`src/rtl/imm_sel_pipe_if.sv`:
```
// Request/result bundle for imm_sel_pipe: valid/ready in, valid/ready out.
// The slave modport is the selector's view; master is the producer/consumer side.
interface imm_sel_pipe_if #(
  parameter int DATA_W = 32,
  parameter int SRC_W  = 16,
  parameter int N_SRC  = 2
);
  localparam int SEL_W = $clog2(N_SRC);

  logic                   in_valid;
  logic                   in_ready;
  logic [N_SRC*SRC_W-1:0] src;
  logic [SEL_W-1:0]       sel;
  logic [1:0]             mode;
  logic                   out_valid;
  logic                   out_ready;
  logic [DATA_W-1:0]      imm;
  logic                   err;

  modport slave  (input  in_valid, src, sel, mode, out_ready,
                  output in_ready, out_valid, imm, err);
  modport master (output in_valid, src, sel, mode, out_ready,
                  input  in_ready, out_valid, imm, err);
endinterface

```
`src/rtl/imm_sel_pipe.sv`:
```
// Registered N-way immediate selector/extender with valid/ready output.
// IMM_SEL_PIPE_SKID_EN adds a skid register and a registered in_ready.
module imm_sel_pipe #(
  parameter int DATA_W = 32,
  parameter int SRC_W  = 16,
  parameter int N_SRC  = 2,
  parameter int SEL_W  = $clog2(N_SRC)
) (
  input  logic           clk,
  input  logic           rst_n,
  imm_sel_pipe_if.slave  bus
);

  logic [SRC_W-1:0]  w_field;
  logic              w_err;
  logic [DATA_W-1:0] w_sext;
  logic [DATA_W-1:0] w_imm;
  logic              w_in_ready;
  logic              w_accept;
  logic              w_drain;

  logic              r_out_valid;
  logic [DATA_W-1:0] r_imm;
  logic              r_err;

  // An unmatched select leaves w_err set, which forces the result to zero.
  always_comb begin
    // NOTE: every always_comb output gets a default first so no path can infer a latch.
    w_field = '0;
    w_err   = 1'b1;
    for (int k = 0; k < N_SRC; k++) begin
      if (bus.sel == SEL_W'(k)) begin
        w_field = bus.src[k*SRC_W +: SRC_W];
        w_err   = 1'b0;
      end
    end
  end

  assign w_sext = {{(DATA_W-SRC_W){w_field[SRC_W-1]}}, w_field};

  always_comb begin
    w_imm = '0;
    case (bus.mode)
      2'b00: w_imm = {{(DATA_W-SRC_W){1'b0}}, w_field};
      2'b01: w_imm = w_sext;
      2'b10: w_imm = {w_sext[DATA_W-3:0], 2'b00};
      2'b11: w_imm = {w_field, {(DATA_W-SRC_W){1'b0}}};
      default: w_imm = '0;
    endcase
    if (w_err) w_imm = '0;
  end

  assign w_accept = bus.in_valid && w_in_ready;
  assign w_drain  = r_out_valid && bus.out_ready;

`ifdef IMM_SEL_PIPE_SKID_EN
  typedef enum logic [1:0] {S_EMPTY, S_FULL, S_SKID} state_t;

  state_t            r_state;
  logic              r_in_ready;
  logic [DATA_W-1:0] r_skid_imm;
  logic              r_skid_err;

  assign w_in_ready = r_in_ready;

  always_ff @(posedge clk) begin
    // NOTE: reset is synchronous, so it lives inside the clocked block; state uses <= only.
    if (!rst_n) begin
      r_state     <= S_EMPTY;
      r_in_ready  <= 1'b1;
      r_out_valid <= 1'b0;
      r_imm       <= '0;
      r_err       <= 1'b0;
      r_skid_imm  <= '0;
      r_skid_err  <= 1'b0;
    end else begin
      case (r_state)
        S_EMPTY: if (w_accept) begin
          r_imm       <= w_imm;
          r_err       <= w_err;
          r_out_valid <= 1'b1;
          r_state     <= S_FULL;
        end
        S_FULL: begin
          if (w_accept && w_drain) begin
            r_imm <= w_imm;
            r_err <= w_err;
          end else if (w_accept) begin
            r_skid_imm <= w_imm;
            r_skid_err <= w_err;
            r_in_ready <= 1'b0;
            r_state    <= S_SKID;
          end else if (w_drain) begin
            r_out_valid <= 1'b0;
            r_state     <= S_EMPTY;
          end
        end
        // Draining the older entry promotes the skid entry, preserving order.
        S_SKID: if (w_drain) begin
          r_imm      <= r_skid_imm;
          r_err      <= r_skid_err;
          r_in_ready <= 1'b1;
          r_state    <= S_FULL;
        end
        default: r_state <= S_EMPTY;
      endcase
    end
  end
`else
  // Without a skid slot the register may reload only when it is being emptied.
  assign w_in_ready = !r_out_valid || bus.out_ready;

  always_ff @(posedge clk) begin
    if (!rst_n) begin
      r_out_valid <= 1'b0;
      r_imm       <= '0;
      r_err       <= 1'b0;
    end else if (w_accept) begin
      r_imm       <= w_imm;
      r_err       <= w_err;
      r_out_valid <= 1'b1;
    end else if (w_drain) begin
      r_out_valid <= 1'b0;
    end
  end
`endif

  assign bus.in_ready  = w_in_ready;
  assign bus.out_valid = r_out_valid;
  assign bus.imm       = r_imm;
  assign bus.err       = r_err;

endmodule

```
`src/flat_wrapper.sv`:
```
// flat-port wrapper written by rule: the top's interface ports become plain ports
module imm_sel_pipe_flat 
#(
  parameter int DATA_W = 32,
  parameter int SRC_W  = 16,
  parameter int N_SRC  = 2,
  parameter int SEL_W  = $clog2(N_SRC)
)
  (clk, rst_n, bus_in_valid, bus_src, bus_sel, bus_mode, bus_out_ready, bus_in_ready, bus_out_valid, bus_imm, bus_err);
  imm_sel_pipe_if #(.DATA_W(DATA_W), .SRC_W(SRC_W), .N_SRC(N_SRC)) bus_i ();
  input  logic clk;
  input  logic rst_n;
  input wire logic [$bits(bus_i.in_valid)-1:0] bus_in_valid;
  input wire logic [$bits(bus_i.src)-1:0] bus_src;
  input wire logic [$bits(bus_i.sel)-1:0] bus_sel;
  input wire logic [$bits(bus_i.mode)-1:0] bus_mode;
  input wire logic [$bits(bus_i.out_ready)-1:0] bus_out_ready;
  output wire logic [$bits(bus_i.in_ready)-1:0] bus_in_ready;
  output wire logic [$bits(bus_i.out_valid)-1:0] bus_out_valid;
  output wire logic [$bits(bus_i.imm)-1:0] bus_imm;
  output wire logic [$bits(bus_i.err)-1:0] bus_err;
  assign bus_i.in_valid = bus_in_valid;
  assign bus_i.src = bus_src;
  assign bus_i.sel = bus_sel;
  assign bus_i.mode = bus_mode;
  assign bus_i.out_ready = bus_out_ready;
  assign bus_in_ready = bus_i.in_ready;
  assign bus_out_valid = bus_i.out_valid;
  assign bus_imm = bus_i.imm;
  assign bus_err = bus_i.err;
  imm_sel_pipe #(.DATA_W(DATA_W), .SRC_W(SRC_W), .N_SRC(N_SRC), .SEL_W(SEL_W)) u_core (.clk(clk), .rst_n(rst_n), .bus(bus_i));
endmodule
```
`config.mk`:
```
export PLATFORM = sky130hd
export DESIGN_NAME = imm_sel_pipe_flat
export DESIGN_NICKNAME = d
export VERILOG_FILES = /design/src/rtl/imm_sel_pipe_if.sv /design/src/rtl/imm_sel_pipe.sv /design/src/flat_wrapper.sv
export SDC_FILE = /design/constraint.sdc
export NUM_CORES = 1
export LEC_CHECK = 0
export ABC_CLOCK_PERIOD_IN_PS = 1600
export CORE_AREA = 3 3 62 76
export CTS_BUF_LIST = sky130_fd_sc_hd__clkbuf_4
export DETAILED_ROUTE_END_ITERATION = 16
export DIE_AREA = 0 0 65 79
export PLACE_DENSITY = 0.85
export SYNTH_ARGS = -nofsm -noshare
export SYNTH_HDL_FRONTEND = slang
export SYNTH_SLANG_ARGS = --single-unit
```
`constraint.sdc`:
```
create_clock -name clk -period 1.6 [get_ports clk]
set_clock_uncertainty 0.1 [all_clocks]
set_input_delay 0.32 -clock clk [delete_from_list [all_inputs] [get_ports clk]]
set_output_delay 0.32 -clock clk [all_outputs]
set_load 0.05 [all_outputs]
```
---- Word level (Yosys, flattened, before mapping) ----
Cells that the tools add are included.
storage, ports and cells
  logic and storage cells ................. 15
  register bits ........................... 33
  input port bits ......................... 39
  output and inout port bits .............. 35
cells by class
  muxes and demuxes ....................... 4
  eq/ne operators ......................... 3
  reduce and logical (&&, ||, !) cells .... 6
operators by type and width
  cell                                            count
  one-hot mux 32 bit (4 select lines)             1
  two-way mux 16 bit                              1
  == test 2 bit (second input constant)           2
  == test 2 x 1 -> 1 bit (second input constant)  1
  logical AND 1 bit                               2
  logical NOT 2 bit                               1
  two-way mux 1 bit                               2
  nonzero test 2 bit                              1
  logical NOT 1 bit                               1
  logical OR 1 bit                                1

---- Depth between registers and ports, before layout ----
  depth after elaboration ................. 4
  depth in mapped cells ................... 6
  depth with buffers taken out ............ 4

---- Worst setup path before layout ----
OpenSTA, ideal clock, no wires.
  path type ............................... register to register
  from .................................... register u_core.r_out_valid (netlist: u_core.bus.out_valid)
  to ...................................... register u_core.r_imm[17] (netlist: u_core.bus.imm[17])
  cell stages (with the launch flop) ...... 7
  buffers on the path ..................... 2
  path slack .............................. -0.153 ns
  library setup time ...................... 0.130 ns
  required time ........................... 1.370 ns
  clock period less this slack ............ 1.753 ns
  arrival ................................. 1.523 ns
  cell sequence ........................... dfxtp_1 > nor2b_1 > buf_2 > inv_2 > nand3_1 > buf_2 > o32ai_2
on the way
  word-level cells in the longest chain between the ends .. 3
ends and longest elaborated chain
  item                      RTL line             RTL
  start: declaration        imm_sel_pipe.sv:22   logic r_out_valid;
  start signal: assignment  imm_sel_pipe.sv:115  r_out_valid <= 1'b0;
  start signal: assignment  imm_sel_pipe.sv:121  r_out_valid <= 1'b1;
  start signal: assignment  imm_sel_pipe.sv:123  r_out_valid <= 1'b0;
  logical NOT 1 bit         imm_sel_pipe.sv:111  assign w_in_ready = !r_out_valid || bus.out_ready;
  logical OR 1 bit          imm_sel_pipe.sv:111
  logical AND 1 bit         imm_sel_pipe.sv:53   assign w_accept = bus.in_valid && w_in_ready;
  end signal: assignment    imm_sel_pipe.sv:119  r_imm <= w_imm;
  end: declaration          imm_sel_pipe.sv:23   logic [DATA_W-1:0] r_imm;
Every way passes these cells.
A chain may end at the register's enable or synchronous reset.

---- Worst setup path in the final report ----
  from .................................... register u_core.r_out_valid (netlist: u_core.bus.out_valid)
  to ...................................... output bus_in_ready
on the way
  word-level cells in the longest chain between the ends .. 2
ends and longest elaborated chain
  item               RTL line             RTL
  logical NOT 1 bit  imm_sel_pipe.sv:111
  logical OR 1 bit   imm_sel_pipe.sv:111
  end: declaration   flat_wrapper.sv:18   output wire logic [$bits(bus_i.in_ready)-1:0] bus_in_ready;
Every way passes these cells.

==> flow_summary.yaml <==
floorplan:
  ios: 74
  row_count: 25
  fp.dieW_um: 65
  start_util: 0.442
  die_h_um: 79
  die-area_um2: 5140
  core_region_area_um2: 3970
setup_path:
  worstSetupStartpoint: "u_core.bus.out_valid"
  critPathRequiredTime_ns: 1.18
  cp_num_buf_inv: 2
  rr_worst_depth: 5
  crit_chain: "nor2b_4 -> inv_6 -> buf_8"
  slowest_delay_ns: 0.36
  crit_arrival_ns: 1.13
  cp.depth: 3
  r2r-end: "u_core.bus.imm[23]"
  r2r-start: "u_core.bus.out_valid"
  crit_path_start_kind: "flop"
  cpLargestDelayFamily: "flip-flops"
  criticalPathCategory: "reg -> out"
  crit_end: "bus_in_ready"
  endpoint_kind: "primary output"
  cp_slowest_cell: "dfxtp_2"
  critPathMaxFanout: 6
  rrSetupSlack_ns: 0.24
cts:
  clock_latency_ns: 0.34
  cts_tree: "yes"
  cts-buffers-inserted: 5
  htreeDepth: 2
  cts_sinks: 33
  clk_path_buf_depth: 2
  path_clk_slew_ns: 0.09
  postCtsSetupBuffers: 0
  cts-root-buf: "clkbuf_4"
  cts-hold-fix-buffers: 0
grt:
  grt_pass1_vias: 2013
  antenna_found_initial: 0
  grt_max_degree: 24
  grt_pass1_wl_um: 9850
  grt_usage: 0.250
  grt_remaining_overflow: 0
synthesis:
  async_flop_share: 0
  synth_warnings: 0
  seq_area_frac_synth: 0.376
  yosysUniqueCellTypes: 28
  ys_ff_latch: 33
  synth_edf_count: 0
  synth-simple-area-share: 0.198
  syn_inst: 199
  synth_compound_area_frac: 0.234
  synth_xor_area_frac: 0
  syn-num-nets: 238
  synthMuxAreaShare: 0.108
  synth_adder_area_share: 0.00641
  synth_top_family_by_area: "compound AO/OA/AOI/OAI gates"
  syn_area_um2: 1760
  avgSynthCellArea_um2: 8.83
  synth_ff_type: "dfxtp_1"
sta:
  period_needed_ns: 1.55
  holdWs_ns: 0.416
  max_freq_mhz: 647
  finalSetupViolations: 0
  drv_slew: 0
  fin_crit_sh: 0.966
  hold_violations: 0
  rsz0062_at_grt: "no"
route:
  ant_nets: 0
  remaining_drc_errors: 0
  vias_per_cell: 6.13
  vias: 2055
  post_drt_wl_per_cell_um: 18.7
  routed_wl_um: 6250
  drt_iter0_markers: 153
  drtPass1Iterations: 5
pwr:
  power.leakage_nw: 1.12
  pwr-share-comb: 0.391
  p_clk_frac: 0.190
  p_int_w: 0.00146
  netSwitchingFraction: 0.348
  power_w: 0.00223
  p_per_area_nw_per_um2: 733
  ir_drop_uv: 400
  p_switching_w: 0.000778
  pwr-share-seq: 0.419
layout:
  areaGrowthSynthToFinish_pct: 73.6
  num_antenna_cells: 0
  nets: 321
  fill_cells: 248
  drive_gt1_frac: 0.356
worst_hold_path:
  holdCritPathClass: "reg -> reg"
placed_design:
  post-dp-hpwl_um: 4510
  routabilityCongestion: 0.882
  port_buffers: 72
status:
  status: "finished clean"
job:
  drv_cap: 0
-- registers in the layout, summed over array words and instances, names as in the netlist --
register and cells:
u_core.bus.imm 32, u_core.bus.out_valid 1
-- worst register-to-register path, stage by stage, from the launching register on --
cell and delay (ns):
dfxtp_2 0.34, nor2b_4 0.14, buf_4 0.14, nor2_1 0.22, buf_4 0.22, o32ai_2 0.08
-- repair_timing --
action | in CTS | in global routing
gates resized for setup | 8 | 3
pin swaps | 1 | 1
gates cloned | 1 | 0
setup endpoints to repair | 21 | 4
hold endpoints to repair | 0 | 0
-- per-layer routing --
layer	global-route usage	vias to the layer above	wire, um
li1	-	923	-
met1	0.280	979	2280
met2	0.437	127	3240
met3	0.0509	26	508
met4	0.137	0	232
met5	0	-	0
-- how the worst min path moves through the flow --
| stage | from | end | cells past startpoint | slack [ns] |
|---|---|---|---|---|
| detailed placement | u_core.bus.imm[22] | u_core.bus.imm[22] | 2 | 0.41 |
| global placement | u_core.bus.imm[0] | u_core.bus.imm[0] | 2 | 0.40 |
| global route | u_core.bus.imm[22] | u_core.bus.imm[22] | 2 | 0.44 |
| CTS | u_core.bus.imm[22] | u_core.bus.imm[22] | 2 | 0.42 |
| floorplan | bus_mode[1] | u_core.bus.imm[2] | 3 | 0.45 |
| finish | u_core.bus.imm[22] | u_core.bus.imm[22] | 2 | 0.42 |
-- cell type report --
cell class	count	area (um2)	share of cell area
Clock inverter	1	5.00	0.00164
Inverter	5	23.8	0.00779
Timing Repair Buffer	97	1260	0.412
Sequential cell	33	662	0.217
Clock buffer	5	37.5	0.0123
Multi-Input combinational cell	140	998	0.327
Tap cell	54	67.6	0.0221
-- synthesized netlist by cell type (2+ instances only) --
cell type,count,area share
nor2b_1,2,0.0071
nand4_1,32,0.11
nand3_1,2,0.0057
nor2_1,14,0.030
mux2_2,16,0.10
a21oi_1,5,0.014
a31oi_1,14,0.050
dfxtp_1,33,0.38
o32ai_1,3,0.015
buf_6,2,0.013
buf_2,9,0.026
inv_1,2,0.0043
clkbuf_1,9,0.019
inv_2,2,0.0043
nand2_1,16,0.034
o21ai_0,17,0.048
o32ai_2,10,0.093
-- power by group through the flow --
stage                     combinational [W]  sequential [W]  clock [W]
final                              0.000874        0.000936   0.000425
after global routing               0.000909        0.000942   0.000451
after CTS                          0.000861        0.000935   0.000428
after detailed placement           0.000849        0.000952          0
after global placement             0.000832        0.000952          0
after floorplan                    0.000254         0.00111          0
-- placed cells by master, fill, tap and decap left out, drive strengths merged, types with 4 or more instances in the layout --
cell type / count
buf: 59
clkdlybuf4s50: 35
dfxtp: 33
nand4: 32
o21ai: 17
mux2: 16
nand2: 16
nor2: 14
a31oi: 14
o32ai: 13
a21oi: 5
clkbuf: 5
inv: 4
-- cells by family after synthesis --
group | count (synthesis)
AOI/OAI and AO/OA | 52
buffers and inverters | 27
other | 1
muxes | 17
DFF | 33
and+or+nand+nor | 68
adders and majority gates | 1
-- through the flow --
| step | setup WS [ns] | util | instance area, um2 | std cells | TNS (ns) |
|---|---|---|---|---|---|
| 2_1_floorplan | 0.00745 | - | 1760 | 199 | 0 |
| 3_3_place_gp | -0.383 | 0.747 | 2970 | 329 | -10.90 |
| 3_5_place_dp | -0.472 | 0.747 | 2970 | 329 | -12.46 |
| 4_1_cts | 0.00507 | 0.765 | 3040 | 336 | 0 |
| 5_1_grt | 0.000123 | 0.768 | 3050 | 335 | 0 |
| 6_report | 0.0549 | 0.768 | 3050 | 335 | 0 |
(Power assumes the default switching activity.)
